`src/rtl/vga_framebuffer_scanout_pkg.sv`:
```
// Shared VGA timing constants, widths and the scan-out enable state type.
// Defaults describe 640x480 at 60 Hz with a 25 MHz pixel clock.
package vga_framebuffer_scanout_pkg;

  localparam int H_ACTIVE_DEF = 640;
  localparam int H_FP_DEF     = 16;
  localparam int H_SYNC_DEF   = 96;
  localparam int H_BP_DEF     = 48;
  localparam int H_TOTAL_DEF  = H_ACTIVE_DEF + H_FP_DEF + H_SYNC_DEF + H_BP_DEF;

  localparam int V_ACTIVE_DEF = 480;
  localparam int V_FP_DEF     = 10;
  localparam int V_SYNC_DEF   = 2;
  localparam int V_BP_DEF     = 33;
  localparam int V_TOTAL_DEF  = V_ACTIVE_DEF + V_FP_DEF + V_SYNC_DEF + V_BP_DEF;

  localparam int FRAME_PIXELS = H_ACTIVE_DEF * V_ACTIVE_DEF;

  localparam int ADDR_W = $clog2(FRAME_PIXELS);
  localparam int PIX_W  = 8;
  localparam int CNT_W  = 10;

  typedef enum logic [1:0] {
    S_WAIT = 2'd0,
    S_ARM  = 2'd1,
    S_SHOW = 2'd2
  } scan_state_t;

  // Half-open window test used for the sync pulse decode.
  function automatic logic in_window(input logic [CNT_W-1:0] c,
                                     input logic [CNT_W-1:0] lo,
                                     input logic [CNT_W-1:0] hi);
    return (c >= lo) && (c < hi);
  endfunction

endpackage

```
`src/rtl/vga_framebuffer_scanout_timing_gen.sv`:
```
// Horizontal/vertical position counters with active-region and sync decode.
// Outputs are the undelayed counter-stage view of the raster position.
module vga_timing_gen
  import vga_framebuffer_scanout_pkg::*;
#(
  parameter int H_ACTIVE = H_ACTIVE_DEF,
  parameter int H_FP     = H_FP_DEF,
  parameter int H_SYNC   = H_SYNC_DEF,
  parameter int H_BP     = H_BP_DEF,
  parameter int V_ACTIVE = V_ACTIVE_DEF,
  parameter int V_FP     = V_FP_DEF,
  parameter int V_SYNC   = V_SYNC_DEF,
  parameter int V_BP     = V_BP_DEF
) (
  input  logic             clk,
  input  logic             reset,
  output logic [CNT_W-1:0] h_cnt,
  output logic [CNT_W-1:0] v_cnt,
  output logic             active,
  output logic             hs,
  output logic             vs
);

  localparam logic [CNT_W-1:0] H_LAST   = CNT_W'(H_ACTIVE + H_FP + H_SYNC + H_BP - 1);
  localparam logic [CNT_W-1:0] V_LAST   = CNT_W'(V_ACTIVE + V_FP + V_SYNC + V_BP - 1);
  localparam logic [CNT_W-1:0] H_VIS    = CNT_W'(H_ACTIVE);
  localparam logic [CNT_W-1:0] V_VIS    = CNT_W'(V_ACTIVE);
  localparam logic [CNT_W-1:0] HS_BEGIN = CNT_W'(H_ACTIVE + H_FP);
  localparam logic [CNT_W-1:0] HS_END   = CNT_W'(H_ACTIVE + H_FP + H_SYNC);
  localparam logic [CNT_W-1:0] VS_BEGIN = CNT_W'(V_ACTIVE + V_FP);
  localparam logic [CNT_W-1:0] VS_END   = CNT_W'(V_ACTIVE + V_FP + V_SYNC);

  always_ff @(posedge clk or posedge reset) begin
    if (reset) begin
      h_cnt <= '0;
      v_cnt <= '0;
    end else if (h_cnt == H_LAST) begin
      h_cnt <= '0;
      v_cnt <= (v_cnt == V_LAST) ? '0 : v_cnt + CNT_W'(1);
    end else begin
      h_cnt <= h_cnt + CNT_W'(1);
    end
  end

  assign active = (h_cnt < H_VIS) && (v_cnt < V_VIS);

  // Sync pulses are active-low.
  assign hs = !in_window(h_cnt, HS_BEGIN, HS_END);
  assign vs = !in_window(v_cnt, VS_BEGIN, VS_END);

endmodule

```
`src/rtl/vga_framebuffer_scanout.sv`:
```
// Framebuffer scan-out: raster timing, frame-aligned display enable and a
// two-stage output pipeline that lines pixels up with the delayed syncs.
module vga_framebuffer_scanout
  import vga_framebuffer_scanout_pkg::*;
#(
  parameter int H_ACTIVE = H_ACTIVE_DEF,
  parameter int H_FP     = H_FP_DEF,
  parameter int H_SYNC   = H_SYNC_DEF,
  parameter int H_BP     = H_BP_DEF,
  parameter int V_ACTIVE = V_ACTIVE_DEF,
  parameter int V_FP     = V_FP_DEF,
  parameter int V_SYNC   = V_SYNC_DEF,
  parameter int V_BP     = V_BP_DEF
) (
  input  logic              clk,
  input  logic              reset,
  input  logic              copy_done,
  output logic [ADDR_W-1:0] ram_rd_addr,
  input  logic [PIX_W-1:0]  ram_rd_data,
  output logic [PIX_W-1:0]  vga_pixel,
  output logic              vga_hs,
  output logic              vga_vs,
  output logic              vga_de,
  output logic              frame_start,
  output logic              showing,
  output scan_state_t       state_dbg
);

  localparam logic [CNT_W-1:0] H_LAST = CNT_W'(H_ACTIVE + H_FP + H_SYNC + H_BP - 1);
  localparam logic [CNT_W-1:0] V_LAST = CNT_W'(V_ACTIVE + V_FP + V_SYNC + V_BP - 1);

  logic [CNT_W-1:0]  h_cnt;
  logic [CNT_W-1:0]  v_cnt;
  logic              active;
  logic              hs_c;
  logic              vs_c;
  logic              frame_pos;
  logic              frame_end;
  logic [ADDR_W-1:0] addr_cnt;
  scan_state_t       state;
  scan_state_t       state_nxt;
  logic              de_d1;
  logic              hs_d1;
  logic              vs_d1;
  logic              pix_en;

  vga_timing_gen #(
    .H_ACTIVE (H_ACTIVE),
    .H_FP     (H_FP),
    .H_SYNC   (H_SYNC),
    .H_BP     (H_BP),
    .V_ACTIVE (V_ACTIVE),
    .V_FP     (V_FP),
    .V_SYNC   (V_SYNC),
    .V_BP     (V_BP)
  ) u_timing (
    .clk    (clk),
    .reset  (reset),
    .h_cnt  (h_cnt),
    .v_cnt  (v_cnt),
    .active (active),
    .hs     (hs_c),
    .vs     (vs_c)
  );

  assign frame_pos = (h_cnt == '0) && (v_cnt == '0);
  assign frame_end = (h_cnt == H_LAST) && (v_cnt == V_LAST);

  // Running pixel address: avoids a row*width multiply; cleared so that it
  // reads zero exactly when the raster is back at the top-left position.
  always_ff @(posedge clk or posedge reset) begin
    if (reset) begin
      addr_cnt <= '0;
    end else if (frame_end) begin
      addr_cnt <= '0;
    end else if (active) begin
      addr_cnt <= addr_cnt + ADDR_W'(1);
    end
  end

  // Enable FSM: state register.
  always_ff @(posedge clk or posedge reset) begin
    if (reset) begin
      state <= S_WAIT;
    end else begin
      state <= state_nxt;
    end
  end

  // Enable FSM: next state. Display only begins at a frame boundary so a
  // partially drawn frame is never shown.
  always_comb begin
    state_nxt = state;
    case (state)
      S_WAIT: begin
        if (copy_done) state_nxt = S_ARM;
      end
      S_ARM: begin
        if (!copy_done)     state_nxt = S_WAIT;
        else if (frame_pos) state_nxt = S_SHOW;
      end
      S_SHOW: begin
        if (!copy_done) state_nxt = S_WAIT;
      end
      default: state_nxt = S_WAIT;
    endcase
  end

  // Enable FSM: outputs.
  always_comb begin
    showing   = (state == S_SHOW);
    state_dbg = state;
  end

  // Stage 1: read address issue plus first delay of the timing signals.
  always_ff @(posedge clk or posedge reset) begin
    if (reset) begin
      ram_rd_addr <= '0;
      de_d1       <= 1'b0;
      hs_d1       <= 1'b1;
      vs_d1       <= 1'b1;
    end else begin
      if (active) ram_rd_addr <= addr_cnt;
      de_d1 <= active;
      hs_d1 <= hs_c;
      vs_d1 <= vs_c;
    end
  end

  // Stage 2: timing outputs and the pixel gate, aligned with RAM read data.
  always_ff @(posedge clk or posedge reset) begin
    if (reset) begin
      vga_de      <= 1'b0;
      vga_hs      <= 1'b1;
      vga_vs      <= 1'b1;
      pix_en      <= 1'b0;
      frame_start <= 1'b0;
    end else begin
      vga_de      <= de_d1;
      vga_hs      <= hs_d1;
      vga_vs      <= vs_d1;
      pix_en      <= de_d1 && (state == S_SHOW);
      frame_start <= frame_pos;
    end
  end

  // The RAM's own output register is the stage-2 data flop; only the gate
  // is held here, so the pixel and its syncs leave on the same clock.
  assign vga_pixel = pix_en ? ram_rd_data : '0;

endmodule

```
`config.mk`:
```
export PLATFORM = sky130hd
export DESIGN_NAME = vga_framebuffer_scanout
export DESIGN_NICKNAME = d
export VERILOG_FILES = /design/src/rtl/vga_framebuffer_scanout_pkg.sv /design/src/rtl/vga_framebuffer_scanout_timing_gen.sv /design/src/rtl/vga_framebuffer_scanout.sv
export SDC_FILE = /design/constraint.sdc
export NUM_CORES = 1
export LEC_CHECK = 0
export ABC_CLOCK_PERIOD_IN_PS = 6000
export CORE_UTILIZATION = 45
export CTS_CLUSTER_SIZE = 20
export DETAILED_ROUTE_END_ITERATION = 6
export PLACE_DENSITY = 0.68
export REMOVE_ABC_BUFFERS = 1
export SLEW_MARGIN = 5
export SYNTH_ARGS = -nofsm -noshare
export SYNTH_HDL_FRONTEND = slang
export SYNTH_HIERARCHICAL = 1
export SYNTH_SLANG_ARGS = --single-unit
```
`constraint.sdc`:
```
create_clock -name clk -period 6 [get_ports clk]
set_input_delay 0.9 -clock clk [delete_from_list [all_inputs] [get_ports clk]]
set_output_delay 0.9 -clock clk [all_outputs]
set_load 0.01 [all_outputs]
```
**Word-level counts from Yosys, hierarchy flattened**

Cells that the tools add are included.

- $add $sub $neg: 3
- Order comparisons: 6
- Equality and inequality tests: 7
- Muxes and demuxes: 10
- Reduce and logical (&&, ||, !) cells: 13

Operator list:

| operator | count |
|---|---|
| 2-to-1 mux 19 bit | 2 |
| adder 10 x 1 -> 10 bit, second input constant | 2 |
| equality test 10 bit, second input constant | 2 |
| zero test 10 bit | 2 |
| < comparator 10 bit, second input constant | 2 |
| < comparator 10 x 9 -> 1 bit, second input constant | 2 |
| 2-to-1 mux 10 bit | 2 |
| adder 19 x 1 -> 19 bit, second input constant | 1 |
| >= comparator 10 bit, second input constant | 1 |
| >= comparator 10 x 9 -> 1 bit, second input constant | 1 |
| 2-to-1 mux 2 bit | 4 |
| 2-to-1 mux 8 bit | 1 |
| logical AND 1 bit | 6 |
| case mux 2 bit (3 select lines) | 1 |
| != test 2 bit, second input constant | 2 |
| != test 3 bit, second input constant | 1 |
| AND reduction 3 bit | 1 |
| equality test 2 x 1 -> 1 bit, second input constant | 1 |
| equality test 2 bit, second input constant | 1 |
| zero test 1 bit | 2 |
| zero test 2 bit | 1 |
| nonzero test 2 bit | 1 |

- Bits in registers: 68
- Input port bits: 11
- Output and inout bits: 34
- Logic and storage cells: 52

**Logic depth before layout (Yosys ltp)**

Gate-level depths: netlist of run 1.

- Depth in word-level cells: 5
- Gate-level depth with buffers: 8
- Depth with buffers taken out: 7

**Cells and area by module**

Netlist of run 1, hierarchy kept.

By module, submodules not included:

| module | instances | cells an instance | area each (sq um) | seq. area each (sq um) |
|---|---|---|---|---|
| vga_framebuffer_scanout | 1 | 179 | 2,098.3 | 1,206.2 |
| vga_timing_gen | 1 | 107 | 1,116.1 | 500.5 |

**Worst setup path before layout of run 1**

Ideal clock, no wire load.

- Kind: flip-flop to flip-flop
- Start point: register u_timing.h_cnt[8]
- End point: register addr_cnt[17]
- Library setup time: 77 ps
- Data arrival time: 2,035 ps
- Data required time: 5,923 ps
- Setup slack: 3,887 ps
- Stages on the path, launching flop included: 9
- Path buffers: 1
- Clock period less this slack: 2,113 ps
- Cell sequence: dfrtp_1 o21ai_0 nand2_1 nor2_1 buf_4 nand4_2 or4_4 or3_1 a21oi_1

- Word-level cells in the longest chain between the ends: 3
- Elaborated cells between the ends (all ways): 6
- Classes of those cells: 1 x order compare; 1 x eq/ne; 1 x mux; 3 x reduce/logical

RTL lines:

| element | RTL line | RTL |
|---|---|---|
| from (decl) | vga_framebuffer_scanout_timing_gen.sv:17 | `output logic [CNT_W-1:0] h_cnt,` |
| from (signal assigned) | vga_framebuffer_scanout_timing_gen.sv:41 | `h_cnt <= h_cnt + CNT_W'(1);` |
| < comparator 10 bit | vga_framebuffer_scanout_timing_gen.sv:45 | `assign active = (h_cnt < H_VIS) && (v_cnt < V_VIS);` |
| logical AND 1 bit | vga_framebuffer_scanout_timing_gen.sv:45 |  |
| named net active | vga_framebuffer_scanout.sv:34 | `logic active;` |
| nonzero test 2 bit (no source line) | - |  |
| to (signal assigned) | vga_framebuffer_scanout.sv:77 | `addr_cnt <= addr_cnt + ADDR_W'(1);` |
| to (decl) | vga_framebuffer_scanout.sv:39 | `logic [ADDR_W-1:0] addr_cnt;` |

The timed path passes the listed nets, and every way through them passes these cells.
A chain may end at the register's enable or synchronous reset.

**Worst setup path after layout of run 1**

- Start point: input ram_rd_data[0]
- End point: output vga_pixel[0]

- Word-level cells in the longest chain between the ends: 1

RTL lines:

| element | RTL line | RTL |
|---|---|---|
| from (decl) | vga_framebuffer_scanout.sv:19 | `input logic [PIX_W-1:0] ram_rd_data,` |
| 2-to-1 mux 8 bit | vga_framebuffer_scanout.sv:149 | `assign vga_pixel = pix_en ? ram_rd_data : '0;` |
| to (decl) | vga_framebuffer_scanout.sv:20 | `output logic [PIX_W-1:0] vga_pixel,` |

No other way between the ends.

==> impl_results.md, run 1 <==
* Sum Neg Setup Slack at 0 ps
* #FFs+latches synth at 68
* WL final at 6010 um
* Router iterations before antenna repair at 4
* Number of diodes at 0
* Worst Path Required at 5100 ps
* Synth area leaders: dfrtp_1 (50%), mux2_2 (6.7%), xnor2_1 (4.6%)
* CTS max path bufs at 2
* Layout area overhead at 22.5%
* Clk Latency, worst-skew pair at 340 ps
* Worst hold path type: reg2reg
* Most common cell after layout, fill and taps aside: dfrtp_1
* Worst r2r src: u_timing/h_cnt[5]
* # IOs at 45
* CP arrival at 2000 ps
* Design Area, Final at 3940 um^2
* Routed len/inst at 13.8 um
* Switching Fraction at 0.212
* Total gr overflow at 0
* Max-slew headroom at 0.337
* Most common cell on crit path: clkdlybuf4s50_1
* Critical Path Sink Type: primary output
* Ys async rst share at 1.00
* Clock skew at 9.40 ps
* Cell Pwr Density at 215 nW/um^2
* RSZ-0062 raised after global routing: false
* Critical path startpoint category: primary input
* Routability cong. at 0.866
* Die H at 86.5 um
* Largest net degree at the start of global routing at 49
* Crit path kind: in2out
* CP Buf/Inv Count at 2
* PostCTS Resize Cnt at 0
* Core Footprint at 6830 um^2
* Fmax achieved at 345 MHz
* Largest area contributor in the netlist: dfrtp_1
* Tot GR Track Use at 0.177
* Fin util at 0.576
* CP Cell Sequence: clkdlybuf4s50_1, and2_1, clkdlybuf4s50_1
* Initial antenna violation count at 0
* Most used DFF post-synth: dfrtp_1
* Avg Synthesized Cell Area at 11.2 um^2
* Clock Sinks at 68
* Pwr Total at 0.848 mW
* Clock power frac at 0.439
* CTS buffer count at 9
* Total number of yosys warnings at 6
* DIE WIDTH at 86.5 um
* Setup-failing EPs final at 0
* Synth unique cells at 42
* Fillers at 596
* Fin. Hold Viols at 0
* Root buffer selected by CTS: clkbuf_8
* Sequential share of the synthesized area at 0.531
* Worst-path clk slew at 70 ps
* Comb pwr share at 0.019
* Initial Utilization at 0.471
* Max incr delay on CP at 520 ps
* Htree depth at 3
* Fraction of layout cells with a size suffix above 1 at 0.159
* Drt drc at 0
* Vias per cell at 5.25
* 1st-iter DRT viols at 125
* DP Worst Slack at 3090 ps
* Cell class contributing the biggest share of worst-path delay: buffers and inverters
* Slew @ Worst Pin at 987 ps
* Lkg Pwr at 1.71 nW
* Final min period at 2900 ps
* Net Switching at 0.180 mW
* Post-Syn Area at 3210 um^2
* Crit share post-route at 0.483
* Critical Path Start: ram_rd_data[0]
* Layout net count at 350
* Row count at 30
* Placed cell area at 3740 um^2
* P_int at 0.668 mW
* Worst Min Path Start: hs_d1
* I/O Buffers at 44
* Status: finished, final reports clean
* Hpwl dp at 4120 um
* Slew Limit Fails at 0
* CTS tree: built
* Die footprint at 7480 um^2
* Worst Path Max Fanout at 1
* Yosys top cell area share at 0.498
* Vias in the first global route at 2099
* Slowest-stage cell, CP: clkdlybuf4s50_1
* Post-CTS Hold Buffers at 0
* DR vias at 2283
* DRT antenna net count at 0
* Syn Inst Count at 286
* Register share of total power at 0.541
* MaxCap Viol Count at 0
* First-pass GRT wire length at 10100 um
* Number of synthesized flops with an enable pin at 0
* Worst setup margin at 3100 ps
* Max VDD drop at 0.116 mV
* Postcts setup bufs at 0
* Commonest non-fill, non-tap cells in the layout: dfrtp_1 (64), clkdlybuf4s50_1 (44), nor2_1 (31)
## routing by layer
| metal | GRT usage | share of wire | vias up |
|---|---|---|---|
| met3 | 0.0495 | 0.047 | 9 |
| met4 | 0.0682 | 0.015 | 0 |
| met2 | 0.275 | 0.47 | 60 |
| met1 | 0.235 | 0.47 | 1114 |
| met5 | 0 | 0 | - |
| li1 | - | - | 1100 |
## power by group through the flow
stage	combinational, mW	clock, mW	sequential (mW)
after floorplan	0.00717	0	0.468
after global placement	0.0174	0	0.468
after detailed placement	0.0174	0	0.468
after CTS	0.0175	0.380	0.459
after global routing	0.0188	0.402	0.459
final	0.0163	0.372	0.459
## stage by stage
step	instances	hold WS, ps
6_report	435	356
3_3_place_gp	419	347
5_1_grt	435	363
2_1_floorplan	278	345
3_5_place_dp	419	347
4_1_cts	435	357
## sequential cells by signal (all words and copies together) (netlist names), 2 cells and up
name / cells
addr_cnt: 19
ram_rd_addr: 19
u_timing/h_cnt: 10
u_timing/v_cnt: 10
state_dbg: 2
## synthesized netlist by cell type, drive strengths merged (2+ instances only)
| cell | instances |
|---|---|
| dfrtp | 64 |
| nor2 | 32 |
| mux2 | 19 |
| nand4 | 17 |
| xnor2 | 17 |
| nand3 | 16 |
| inv | 14 |
| nor4 | 12 |
| nand2 | 11 |
| and2 | 10 |
| o21ai | 9 |
| xor2 | 9 |
| a21oi | 7 |
| nor3 | 7 |
| or3 | 6 |
| buf | 5 |
| ha | 5 |
| dfstp | 4 |
| clkbuf | 3 |
| nor2b | 3 |
| nand2b | 2 |
| nor4b | 2 |
## final timing paths
path,endpoint,slack [ps],cells after the start
max in group asynchronous,addr_cnt[4],4250,2
setup / recovery,vga_pixel[0],3100,3
setup reg to reg,addr_cnt[10],3640,4
hold / removal,vga_hs,360,0
hold reg to reg,vga_hs,360,0
min in group asynchronous,u_timing/v_cnt[9],1070,2
## cells by family after synthesis
logic type / count (synthesis) / synth area share
and+or+nand+nor: 124 / 0.242
DFF: 68 / 0.531
xor gates and xnor gates: 26 / 0.0708
buffers and inverters: 22 / 0.0292
AOI/OAI and AO/OA: 21 / 0.0378
muxes: 20 / 0.0697
adders and majority gates: 5 / 0.0195
## area by class of cell
type                            count  area, um^2  area share
Clock buffer                       12         145      0.0369
Multi-Input combinational cell    196        1420       0.360
Inverter                           14        52.6      0.0133
Tap cell                           96         120      0.0305
Sequential cell                    68        1710       0.433
Timing Repair Buffer               45         448       0.114
Clock inverter                      4        48.8      0.0124
Power figures use the tool's default switching activity.
==> inputs of run 2 (changes only) <==
- ABC_CLOCK_PERIOD_IN_PS: 6000 -> 2800
- clock period: 6 -> 2.8 ns (I/O delays scaled with it)
==> impl_results.md, run 2 (synthesized netlist as in run 1, its figures left out) <==
* First-pass GRT wire length at 10600 um (+4.4%)
* Initial antenna violation count at 0 (unchanged)
* Hold path endpoint: vga_vs
* Clock Sinks at 68 (unchanged)
* Tot GR Track Use at 0.186 (+0.00956)
* Final min period at 2160 ps
* Routed len/inst at 14.1 um (+2.1%)
* Crit path kind: reg2reg
* Hpwl dp at 4460 um (+8.2%)
* Drt drc at 0 (unchanged)
* MaxCap Viol Count at 0 (unchanged)
* PostCTS Resize Cnt at 0 (unchanged)
* Largest registers: addr_cnt: 19 flops, ram_rd_addr: 19 flops
* Clock power frac at 0.429 (-0.010)
* Fillers at 625 (+4.9%)
* Fin util at 0.579 (+0.00293)
* DR vias at 2277 (-0.26%)
* Worst hold path depth at 0 (unchanged)
* Worst r2r src: u_timing/h_cnt[8]
* Worst Min Path Start: vs_d1
* Slew Limit Fails at 0 (unchanged)
* Slew @ Worst Pin at 791 ps (-196 ps)
* CTS max path bufs at 2 (unchanged)
* Htree depth at 3 (unchanged)
* Worst r2r dst: addr_cnt[17]
* CP Cell Sequence: o21ai_0, nand2_1, nor2_2, nand4_2, or4_4, or3_1, a21oi_1
* CP arrival at 2430 ps (+430 ps)
* Worst Path Max Fanout at 9 (+8)
* Crit share post-route at 0.772
* Comb pwr share at 0.021 (+0.002)
* Slowest-stage cell, CP: or4_4
* Worst Path Required at 3070 ps (-2030 ps)
* Most common cell after layout, fill and taps aside: dfrtp_1
* Layer with the highest usage: met2
* Max-slew headroom at 0.472 (+0.135)
* Switching Fraction at 0.213 (+0.00152)
* Fmax achieved at 463 MHz
* Commonest non-fill, non-tap cells in the layout: dfrtp_1 (64), clkdlybuf4s50_1 (44), nor2_1 (31)
* DRT antenna net count at 0 (unchanged)
* 1st-iter DRT viols at 118 (-5.6%)
* Lkg Pwr at 1.72 nW (+0.70%)
* Routing usage on met1 at 0.240 (+0.00479)
* R2r worst-path depth at 7 (+3)
* Fraction of layout cells with a size suffix above 1 at 0.169 (+0.00980)
* P_int at 1.41 mW (+110%)
* Core Footprint at 6830 um^2 (unchanged)
* Met2 usage at 0.297 (+0.0224)
* R2r setup slk at 640 ps (-3000 ps)
* Total gr overflow at 0 (unchanged)
* Root buffer selected by CTS: clkbuf_8
* Status: finished, final reports clean
* Max incr delay on CP at 530 ps (about the same)
* Sum Neg Setup Slack at 0 ps (unchanged)
* I/O Buffers at 44 (unchanged)
* RSZ-0062 raised after global routing: false
* Max VDD drop at 0.220 mV (+89%)
* Layout area overhead at 23.1%
* Number of diodes at 0 (unchanged)
* WL final at 6200 um (+3.0%)
* CTS buffer count at 9 (unchanged)
* Clk Latency, worst-skew pair at 340 ps (about the same)
* Die footprint at 7480 um^2 (unchanged)
* Post-CTS Hold Buffers at 0 (unchanged)
* Vias in the first global route at 2213 (+5.4%)
* Initial Utilization at 0.471 (unchanged)
* Largest net degree at the start of global routing at 32 (-35%)
* Row count at 30 (unchanged)
* Setup-failing EPs final at 0 (unchanged)
* Die H at 86.5 um (unchanged)
* CP Buf/Inv Count at 0 (-2)
* Cell class contributing the biggest share of worst-path delay: simple AND/OR/NAND/NOR gates
* CTS tree: built
* Critical path startpoint category: register
* Net Switching at 0.381 mW (+110%)
* Pwr Total at 1.79 mW (+110%)
* Clock skew at 6.97 ps (-2.43 ps)
* Critical Path Sink Type: register
* Met3 usage at 0.0410 (-0.00857)
* Postcts setup bufs at 0 (unchanged)
* Layout net count at 354 (+1.1%)
* Vias per cell at 5.19 (-1.2%)
* Register share of total power at 0.550 (+0.009)
* Worst-path clk slew at 70 ps (about the same)
* Worst hold path type: reg2reg
* Fin. Hold Viols at 0 (unchanged)
* # IOs at 45 (unchanged)
* DIE WIDTH at 86.5 um (unchanged)
* Routability cong. at 0.804 (-7.2%)
* Router iterations before antenna repair at 4 (unchanged)
* Cell Pwr Density at 452 nW/um^2 (+110%)
* Hold_ws at 357 ps (+1.18 ps)
run 2: cell count changes in the layout (fill, tap and decap cells not counted), sizes merged:
cell      before  now
clkbuf        12   11
clkinvlp       0    1
buf            1    5
run 2: worst max path at each step:
stage	depth (start not counted)	start	slack, ps	end
after floorplan	7	u_timing/h_cnt[8]	-470	addr_cnt[17]
final	7	u_timing/h_cnt[8]	640	addr_cnt[17]
after detailed placement	7	u_timing/h_cnt[8]	620	addr_cnt[17]
after global routing	7	u_timing/h_cnt[8]	510	addr_cnt[17]
after CTS	7	u_timing/h_cnt[8]	600	addr_cnt[17]
after global placement	7	u_timing/h_cnt[8]	680	addr_cnt[17]
run 2: worst reg2reg max path, delay by kind of cell (launching register included):
kind	cells	cell delay, ps
flip-flops	1	470
AND/OR/NAND/NOR	5	1250
AO/OA/AOI/OAI	2	370
run 2: power by group through the flow:
stage          logic (mW)  registers [mW]  clock network (mW)
6_report           0.0375           0.984               0.766
5_1_grt            0.0431           0.983               0.829
4_1_cts            0.0395           0.984               0.786
3_5_place_dp       0.0393            1.00                   0
3_3_place_gp       0.0386            1.00                   0
2_1_floorplan      0.0154            1.00                   0
run 2: metrics by stage:
stage / worst slack, ps / instance area [um^2] / cells
final: 640 / 3960 / 439
after global routing: 507 / 3960 / 439
after CTS: 605 / 3960 / 439
after detailed placement: 622 / 3770 / 423
after global placement: 682 / 3770 / 423
after floorplan: -473 / 3170 / 278
run 2: layer usage:
| layer | up-vias | part of all wire |
|---|---|---|
| li1 | 1111 | - |
| met2 | 47 | 0.48 |
| met1 | 1108 | 0.46 |
| met3 | 11 | 0.048 |
| met5 | - | 0 |
| met4 | 0 | 0.018 |
run 2: final cells by class:
type / instances / area [um^2] / area share
sequential: 68 / 1710 / 0.431
tap: 96 / 120 / 0.0304
multi-input combinational: 196 / 1420 / 0.358
timing repair buffer: 49 / 478 / 0.121
inverter: 14 / 52.6 / 0.0133
clock buffer: 11 / 131 / 0.0332
clock inverter: 5 / 52.6 / 0.0133
==> inputs of run 3 (changes only) <==
- ABC_CLOCK_PERIOD_IN_PS: 2800 -> 1800
- PLACE_DENSITY: 0.68 -> 0.7
- clock period: 2.8 -> 1.8 ns (I/O delays scaled with it)
==> impl_results.md, run 3 (synthesized netlist as in run 1, its figures left out) <==
* Layout area overhead at 36.6%
* Clk Latency, worst-skew pair at 350 ps (about the same)
* 1st-iter DRT viols at 150 (+27%)
* Tot GR Track Use at 0.201 (+0.0147)
* CP arrival at 2080 ps (-350 ps)
* R2r worst-path depth at 7 (unchanged)
* DIE WIDTH at 86.5 um (unchanged)
* Vias in the first global route at 2424 (+9.5%)
* RSZ-0062 raised after global routing: true
* Number of diodes at 0 (unchanged)
* DRT antenna net count at 0 (unchanged)
* Htree depth at 3 (unchanged)
* Routability cong. at 0.889 (+11%)
* CP Cell Sequence: and4_4, nor2_4, nand4_4, buf_6, nor4_4, mux2_4, a211oi_2
* Critical Path Sink Type: register
* MaxCap Viol Count at 0 (unchanged)
* # IOs at 45 (unchanged)
* Largest net degree at the start of global routing at 49 (+53%)
* Pwr Total at 2.91 mW (+63%)
* Status: finished, violations left
* Cell class contributing the biggest share of worst-path delay: simple AND/OR/NAND/NOR gates
* Cell Pwr Density at 663 nW/um^2 (+47%)
* Row count at 30 (unchanged)
* Sum Neg Setup Slack at -23.9 ps (-23.9 ps)
* Fraction of layout cells with a size suffix above 1 at 0.288 (+0.119)
* Worst hold path type: in2async
* Slew @ Worst Pin at 376 ps (-414 ps)
* Fin. Hold Viols at 0 (unchanged)
* Root buffer selected by CTS: clkbuf_8
* Commonest non-fill, non-tap cells in the layout: dfrtp_1 (62), clkdlybuf4s50_1 (44), buf_4 (36)
* Worst-path clk slew at 80 ps (about the same)
* Worst r2r src: u_timing/v_cnt[5]
* Worst Path Required at 2060 ps (-1010 ps)
* I/O Buffers at 44 (unchanged)
* DR vias at 2496 (+9.6%)
* Fmax achieved at 552 MHz (+19%)
* Clock Sinks at 68 (unchanged)
* First-pass GRT wire length at 11500 um (+8.6%)
* Total gr overflow at 0 (unchanged)
* Setup-failing EPs final at 3 (+3)
* Max-slew headroom at 0.747 (+0.274)
* CTS max path bufs at 2 (unchanged)
* Worst r2r dst: addr_cnt[18]
* Die footprint at 7480 um^2 (unchanged)
* Initial Utilization at 0.471 (unchanged)
* R2r setup slk at -10 ps (-650 ps)
* Non-Filler Instances at 475 (+8.2%)
* Most common cell after layout, fill and taps aside: dfrtp_1
* Final min period at 1810 ps (-349 ps)
* Lkg Pwr at 1.92 nW (+12%)
* Worst setup margin at -11.1 ps (-651 ps)
* Die H at 86.5 um (unchanged)
* Vias per cell at 5.25 (+1.3%)
* Hpwl dp at 4720 um (+5.9%)
* Router iterations before antenna repair at 4 (unchanged)
* Slew Limit Fails at 0 (unchanged)
* Slowest-stage cell, CP: dfrtp_1
* Placed cell area at 4050 um^2 (+7.2%)
* Clock skew at 11.6 ps (+4.65 ps)
* Largest registers: addr_cnt: 19 flops, ram_rd_addr: 19 flops
* CP Buf/Inv Count at 1 (+1)
* Crit path kind: reg2reg
* Max VDD drop at 0.378 mV (+72%)
* Placed Cells at 456 (+7.8%)
* Design Area, Final at 4390 um^2 (+11%)
* CTS buffer count at 9 (unchanged)
* Worst Path Max Fanout at 3 (-6)
* Layout net count at 390 (+10%)
* Crit. path cell count at 7 (unchanged)
* Core Footprint at 6830 um^2 (unchanged)
* CTS tree: built
* Max incr delay on CP at 390 ps (-140 ps)
* WL final at 6950 um (+12%)
* Initial antenna violation count at 0 (unchanged)
* Critical path startpoint category: register
* Failing checks: negative setup slack
* Routed len/inst at 14.6 um (+3.7%)
* Drt drc at 0 (unchanged)
* Fin util at 0.643 (+0.0634)
* Critical path endpoint: addr_cnt[18]
* Critical Path Start: u_timing/v_cnt[5]
* Crit share post-route at 1.01 (+0.235)
## run 3: cell types whose count changed in the layout (fill, tap and decap cells not counted), sizes merged
| cell | delta |
|---|---|
| buf | +35 |
| clkbuf | +1 |
## run 3: cell type report
cell class	count	area, um^2
clock buffers	11	151
clock inverters	5	60.1
fillers	545	2440
inverters	14	52.6
multi-input cells	196	1490
flip-flops and latches	68	1710
well taps	96	120
repair buffers	85	807
## run 3: repair_timing
action                     in CTS  in global routing
hold buffers                    0                  0
gates resized for setup         8                 14
setup endpoints to repair      20                 24
buffers inserted                1                  2
cloned                          0                  1
pin swaps                       8                  6
## run 3: through the flow
step / hold slack, ps / worst slack (ps)
floorplan: 234 / -1470
global placement: 346 / -75.0
detailed placement: 347 / -151
CTS: 305 / -51.6
global route: 324 / -110
finish: 298 / -11.1
## run 3: how the worst min path moves through the flow
stage,from,endpoint,slack (ps)
2_1_floorplan,reset,u_timing/h_cnt[0],230
3_3_place_gp,hs_d1,vga_hs,350
3_5_place_dp,hs_d1,vga_hs,350
4_1_cts,reset,ram_rd_addr[7],300
5_1_grt,reset,ram_rd_addr[7],320
6_report,reset,ram_rd_addr[7],300
## run 3: worst reg2reg max path: stages, from the launching register on
cell	delay [ps]
dfrtp_1	390
and4_4	210
nor2_4	130
nand4_4	100
buf_6	150
nor4_4	260
mux2_4	340
a211oi_2	150
## run 3: where the power goes
part	internal, mW	leakage [nW]	switching [mW]	total [mW]
clock	0.717	0.106	0.603	1.32
sequential	1.53	0.882	0.00182	1.53
combinational	0.0278	0.934	0.0340	0.0618
## run 3: layer usage
layer,up-vias,global-route usage,routed length (um),part of all wire
met5,-,0,0,0
met4,0,0.0864,140,0.020
met3,10,0.0600,293,0.042
met2,64,0.330,3450,0.50
met1,1240,0.246,3070,0.44
li1,1182,-,-,-
